### src/rtl/seg7_points_decoder.sv
// Readback decoder for the two-digit active-low 7-segment score word.
// Waits for a stable new word, decodes it to 0..30 and offers it once through valid/ready.
module seg7_points_decoder #(
    parameter int unsigned STABLE_CYCLES = 4
) (
    input  logic        clk,
    input  logic        rst_n,
    input  logic [13:0] seg_q,
    output logic [6:0]  points,
    output logic        err,
    output logic        out_valid,
    input  logic        out_ready
);

    localparam int unsigned SEG_W = 14;
    localparam int unsigned DIG_W = 7;
    localparam int unsigned PTS_W = 7;
    localparam int unsigned CNT_W = 16;

    localparam logic [SEG_W-1:0] PAT_00   = 14'b1000000_1000000;
    localparam logic [PTS_W-1:0] PTS_ERR  = 7'h7F;
    localparam logic [CNT_W-1:0] CNT_LAST = CNT_W'(STABLE_CYCLES - 1);

    typedef enum logic [1:0] {IDLE, SETTLE, DECODE, HOLD} state_t;

    state_t           state;
    logic [SEG_W-1:0] seg_r;
    logic [SEG_W-1:0] cap;
    logic [SEG_W-1:0] last_pat;
    logic [CNT_W-1:0] cnt;

    logic [4:0]       tens_c;
    logic [4:0]       units_c;
    logic             illegal_c;
    logic [PTS_W-1:0] sum_c;

    // Returns {legal, value}; anything outside the ten standard glyphs is illegal.
    function automatic logic [4:0] digit_decode(input logic [DIG_W-1:0] s);
        case (s)
            7'b1000000: return {1'b1, 4'd0};
            7'b1111001: return {1'b1, 4'd1};
            7'b0100100: return {1'b1, 4'd2};
            7'b0110000: return {1'b1, 4'd3};
            7'b0011001: return {1'b1, 4'd4};
            7'b0010010: return {1'b1, 4'd5};
            7'b0000010: return {1'b1, 4'd6};
            7'b1111000: return {1'b1, 4'd7};
            7'b0000000: return {1'b1, 4'd8};
            7'b0010000: return {1'b1, 4'd9};
            default:    return 5'd0;
        endcase
    endfunction

    // Decode of the captured word; 31..39 are outside the encoder range.
    always_comb begin
        tens_c    = digit_decode(cap[13:7]);
        units_c   = digit_decode(cap[6:0]);
        illegal_c = 1'b0;
        if (!tens_c[4] || !units_c[4] || (tens_c[3:0] > 4'd3) ||
            ((tens_c[3:0] == 4'd3) && (units_c[3:0] != 4'd0))) begin
            illegal_c = 1'b1;
        end
        sum_c = PTS_W'(tens_c[3:0]) * PTS_W'(10) + PTS_W'(units_c[3:0]);
    end

    always_ff @(posedge clk or negedge rst_n) begin
        if (!rst_n) begin
            state     <= IDLE;
            seg_r     <= PAT_00;
            cap       <= PAT_00;
            last_pat  <= PAT_00;
            cnt       <= '0;
            points    <= '0;
            err       <= 1'b0;
            out_valid <= 1'b0;
        end else begin
            seg_r <= seg_q;
            unique case (state)
                IDLE: begin
                    if (seg_r != last_pat) begin
                        cap   <= seg_r;
                        cnt   <= '0;
                        state <= SETTLE;
                    end
                end
                SETTLE: begin
                    if (seg_r != cap) begin
                        cap <= seg_r;
                        cnt <= '0;
                    end else if (cnt == CNT_LAST) begin
                        state <= DECODE;
                    end else begin
                        cnt <= cnt + CNT_W'(1);
                    end
                end
                DECODE: begin
                    points    <= illegal_c ? PTS_ERR : sum_c;
                    err       <= illegal_c;
                    last_pat  <= cap;
                    out_valid <= 1'b1;
                    state     <= HOLD;
                end
                HOLD: begin
                    if (out_ready) begin
                        out_valid <= 1'b0;
                        state     <= IDLE;
                    end
                end
                default: state <= IDLE;
            endcase
        end
    end

endmodule
### config.mk
export PLATFORM = sky130hd
export DESIGN_NAME = seg7_points_decoder
export DESIGN_NICKNAME = d
export VERILOG_FILES = /design/src/rtl/seg7_points_decoder.sv
export SDC_FILE = /design/constraint.sdc
export NUM_CORES = 1
export LEC_CHECK = 0
export CAP_MARGIN = 40
export CORE_ASPECT_RATIO = 1.75
export CORE_MARGIN = 2
export CORE_UTILIZATION = 53
export CTS_CLUSTER_SIZE = 10
export DETAILED_ROUTE_END_ITERATION = 16
export PLACE_DENSITY = 0.76
export SLEW_MARGIN = 30
export SYNTH_ARGS = -nofsm -noshare
export SYNTH_HDL_FRONTEND = slang
export SYNTH_SLANG_ARGS = --single-unit
### constraint.sdc
create_clock -name clk -period 2.99 [get_ports clk]
set_input_delay 0.4485 -clock clk [delete_from_list [all_inputs] [get_ports clk]]
set_output_delay 0.4485 -clock clk [all_outputs]
set_load 0.05 [all_outputs]
# ---- Yosys cells after proc, flatten, opt, wreduce, memory -nomap -nowiden
# Index checks and enable logic that the tools add are counted.
dict set report word_totals {
  ff_bits 69
  latch_bits 0
  ram_bits 0
  mem_bits_ro 0
  inputBits 17
  out_inout_bits 9
  elab_cells 77
  mem_count 0
}
dict set report op_classes {
  add_sub_neg 2
  multipliers 1
  div_mod_pow 0
  magnitude_cmp 1
  n_eq_ne 31
  shift 0
  mux 18
  bitwise 0
  n_reduce_logical 16
}
# operator count
set ops {}
lappend ops {{5-bit case mux with 10 select lines} 2}
lappend ops {{16-bit 2-to-1 mux} 3}
lappend ops {{7-bit by 5-bit == test with 1-bit output, second input constant} 6}
lappend ops {{7-bit == test, second input constant} 6}
lappend ops {{16-bit case mux with 2 select lines} 1}
lappend ops {{7-bit by 6-bit == test with 1-bit output, second input constant} 4}
lappend ops {{14-bit 2-to-1 mux} 2}
lappend ops {{14-bit != test} 2}
lappend ops {{14-bit case mux with 2 select lines} 1}
lappend ops {{16-bit by 1-bit adder with 16-bit output, second input constant} 1}
lappend ops {{16-bit by 2-bit == test with 1-bit output, second input constant} 1}
lappend ops {{7-bit by 2-bit == test with 1-bit output, second input constant} 2}
lappend ops {{7-bit zero test} 2}
lappend ops {{2-bit != test, second input constant} 5}
lappend ops {{2-bit 2-to-1 mux} 4}
lappend ops {{2-bit case mux with 4 select lines} 1}
lappend ops {{7-bit by 4-bit adder with 7-bit output} 1}
lappend ops {{7-bit 2-to-1 mux} 1}
lappend ops {{4-bit by 3-bit multiplier with 6-bit output, second input constant} 1}
lappend ops {{3-bit AND reduction} 2}
lappend ops {{2-bit == test, second input constant} 2}
lappend ops {{4-bit by 2-bit == test with 1-bit output, second input constant} 1}
lappend ops {{4-bit by 2-bit > comparator with 1-bit output, second input constant} 1}
lappend ops {{4-bit AND reduction} 1}
lappend ops {{11 further kinds} 16}

# ---- Depth between registers and ports, before layout
dict set report logic_depth {
  depth_word 8
  depth_mapped 14
  mapped_depth_nobuf 13
}

# ---- Worst setup path before layout
# OpenSTA, ideal clock, no wires.
dict set report synth_timing {
  kind {reg2reg}
  startpoint {register cap[8]}
  endpoint {register points[6]}
  setup_ns 0.131
  arrival_ns 2.844
  required_time_ns 2.859
  slack_ns 0.014
  path_stages_with_launch 12
  n_path_buf 1
  period_less_slack_ns 2.976
  cell_sequence {dfrtp_1 clkbuf_2 nor4b_1 nand4_1 o21ai_0 ha_1 ha_1 inv_1 fa_1 nand2b_1 a221oi_1 a31oi_1}
}
dict set report synth_between {
  elab_chain_len 8
  elab_cells_between_ends 22
  cone_classes {1 x add/sub; 1 x mul; 1 x order compare; 10 x eq/ne; 3 x mux; 6 x reduce/logical}
}
# element line
set synth_lines {}
lappend synth_lines {{start, declared} 28} ;# logic [SEG_W-1:0] cap;
lappend synth_lines {{start signal, assigned} 81} ;# cap <= seg_r;
lappend synth_lines {{start signal, assigned} 88} ;# cap <= seg_r;
lappend synth_lines {{7-bit by 5-bit == test with 1-bit output (tied with other cells)} 39} ;# case (s)
lappend synth_lines {{5-bit case mux with 10 select lines (*)} 39}
lappend synth_lines {{parallel branches: the longest is 5 deep, another holds 7-bit by 4-bit adder with 7-bit output} -}
lappend synth_lines {{7-bit 2-to-1 mux (*)} 97} ;# points <= illegal_c ? PTS_ERR : sum_c;
lappend synth_lines {{end signal, assigned} 97}
lappend synth_lines {{end, declared} 9} ;# output logic [6:0] points,
# Mark *: on every way between the ends.
# A chain may end at the register's enable or synchronous reset.

# ---- Final worst setup path
dict set report layout_timing {
  startpoint {register cap[7]}
  endpoint {register points[6]}
}
# The elaborated chain is that of the path after synthesis.

==> impl_metrics.toml <==
[run_status]
status = "completed"

[global_route]
overflow = 0
grt_pass1_vias = 2876
grt_pass1_wl_um = 13200
grt_start_max_net_pins = 49
track_usage_pct = 22.6
antenna_found_initial = 0

[routing]
drc_errors = 0
final_antenna_net_count = 0
wl_um = 7920
drt_iter0_drc = 143
firstDrtPassIters = 4
routedWlPerCell_um = 16.8
vias = 2756
vias_per_cell = 5.86

[critical_path]
cp_cell_sequence = "buf_4, nor3b_1, nand3_1, nand2_1, ha_1, inv_1, fa_1, xor2_2, nor3_1, a221oi_1, a31oi_1"
crit_slowest_cell = "dfrtp_1"
path_class = "reg -> reg"
endpoint_kind = "flop"
critPathRequiredTime_ns = 3.19
critPathMaxFanout = 4
startpoint_type = "flop"
max_stage_delay_ns = 0.44
arrival_ns = 3.02

[synthesis]
yosys-top-cells-area = "dfrtp_1, xnor2_1, mux2_2, dfstp_2, ha_1"
synth_seq_area_share_pct = 45.6
synthDistinctLibCells = 60
synthFlopType = "dfrtp_1"
synthCells = 355
syn_area_sq_um = 3800
synth_top_area_share_pct = 41.5
synth_largest_area_cell = "dfrtp_1"
syn_nets = 384
ys_seq_elements = 69
synth-edff-count = 0
syn_avg_cell_area_sq_um = 10.7
ys.warnings.count = 0
synthArstFlopShare_pct = 100

[placement]
dpl.cell_count = 452
place_hpwl_um = 5860
io_buffers = 25
routabilityCongestion = 0.842
dpl-instance-area_sq_um = 4120

[worst_hold_path]
hp-class = "in -> async"

[power]
p_leak_nw = 1.87
p_total_mw = 2.24
ir_drop_uv = 618
powerDensity_nw_per_um2 = 499

[cts]
clk_pin_slew_worst_paths_ns = 0.06
cts.sinks = 69
root_buffer = "clkbuf_16"
cts_inserted_buffers = 9
ctsLongestPathBuffers = 2
worstSkewPairLatency_ns = 0.33
htree_levels = 3
cts_tree = "done"

[timing]
slew_violations = 0
finalClockSkew_ns = 0.00817
slew_headroom_pct = 48.0
tightest_slew_ns = 0.775
finalSetupViolations = 0
period_minus_slack_ns = 2.82
worst_hold_slack_ns = 0.0924
fmax_ghz = 0.355
timing.final.crit_share_pct = 94.2
finalHoldViolCount = 0

[cells_and_area]
seqCellArea_sq_um = 1740
final_util_pct = 64.9
final_area_sq_um = 4480
finalNonFillerCells = 470
area_growth_pct = 17.9
final_nets = 410
layout_commonest_cell = "dfrtp_1"
final_cell_mix = "dfrtp_1, xnor2_1, nor2_1, mux2_2, clkdlybuf4s50_1"
antenna_cells = 0
multi_input_area_sq_um = 1940
fill_cells = 527
drive_above_1_share_pct = 21.5

[floorplan]
die_h_um = 116
start_util_pct = 55.1
ios = 26
core-area_sq_um = 6910
num_rows = 40
dieArea_sq_um = 7890
die_w_um = 68.0

[run]
max_cap_violations = 0
## area by class of cell
cell class / count / area share (%)
clock inverters: 6 / 1.93
inverters: 10 / 0.837
well taps: 84 / 2.34
multi-input cells: 252 / 43.3
clock buffers: 10 / 5.11
repair buffers: 39 / 7.81
flip-flops and latches: 69 / 38.7
## through the flow
stage / TNS (ns) / setup slack (ns)
after floorplan: 0 / 0.0142
after global placement: 0 / 0.181
after detailed placement: 0 / 0.0836
after CTS: 0 / 0.0561
after global routing: -0.0422 / -0.0422
final: 0 / 0.174
## path summary, 6_finish.rpt
check,slack (ns),end,from,cells past startpoint
worst max-delay path,0.17,points[6]$_DFFE_PN0P_,cap[7]$_DFFE_PN0P_,11
worst min-delay path,0.09,cnt[7]$_DFFE_PN0P_,rst_n,2
worst max register to register,0.17,points[6]$_DFFE_PN0P_,cap[7]$_DFFE_PN0P_,11
worst min register to register,0.49,err$_DFFE_PN0P_,err$_DFFE_PN0P_,1
max in group asynchronous,2.33,cap[9]$_DFFE_PN0P_,rst_n,2
min in group clk,0.49,err$_DFFE_PN0P_,err$_DFFE_PN0P_,1
## synthesized netlist by cell type, types with 2 or more instances
cell type / instances
inv_1: 10
nor4_1: 10
dfrtp_1: 63
o211ai_1: 2
nand3_1: 9
a32o_1: 2
mux2i_1: 2
a21oi_1: 5
dfstp_2: 6
ha_1: 10
nor2_1: 31
a31oi_1: 2
o2bb2ai_1: 2
or2_2: 2
and2_1: 5
and3_1: 4
nand2_1: 20
xor2_1: 2
fa_1: 2
or3_1: 2
clkbuf_1: 12
buf_6: 3
mux2_2: 29
o21bai_1: 2
xnor2_1: 42
nand4_1: 13
nand2b_1: 2
nor3b_1: 2
a21o_1: 3
buf_2: 8
nor3_1: 9
o21ai_0: 5
nor4b_1: 5
o22a_2: 3
## flip-flops by register name, summed over array words and instances, names as in the netlist
register   count
cnt           16
cap           14
last_pat      14
seg_r         14
points         7
state          2
err            1
out_valid      1
## logic make-up (layout without fill, tap and decap cells)
logic type / Yosys count / count (layout) / synth area share, %
flops: 69 / 69 / 45.6
xor+xnor: 44 / 44 / 10.1
mux: 31 / 31 / 9.11
buf+inv: 34 / 65 / 4.24
compound gates: 40 / 40 / 8.56
simple gates: 125 / 125 / 18.0
fa+ha+maj: 12 / 12 / 4.34
## repair_timing
action,4_1_cts,5_1_grt
endpoints found under the setup margin,0,2
resized for setup,0,6
endpoints found under the hold margin,0,0
setup buffers,0,1
hold buffers,0,0
## power breakdown
part           total, mW  switching (mW)  internal, mW
sequential         0.991          0.0340         0.957
combinational      0.131          0.0624        0.0688
clock               1.11           0.386         0.729
## critical path, delay by kind of cell, from the launching register on
kind	cells	cell delay, ns
AO/OA/AOI/OAI	2	0.38
XOR/XNOR	1	0.26
adder cells (fa/ha/maj)	2	0.56
buffers and inverters	2	0.22
flip-flops	1	0.44
AND/OR/NAND/NOR	4	0.83
## routing by layer
layer  part of all wire, %  GRT usage (%)  vias up  routed length (um)
met5                     0              0        -                   0
met4                   3.1           12.0        0                 248
met3                   2.9           4.85       19                 226
met2                    56           41.0       65                4430
met1                    38           23.2     1369                3010
li1                      -              -     1303                   -
No activity file was read; power rests on OpenSTA's default activity.
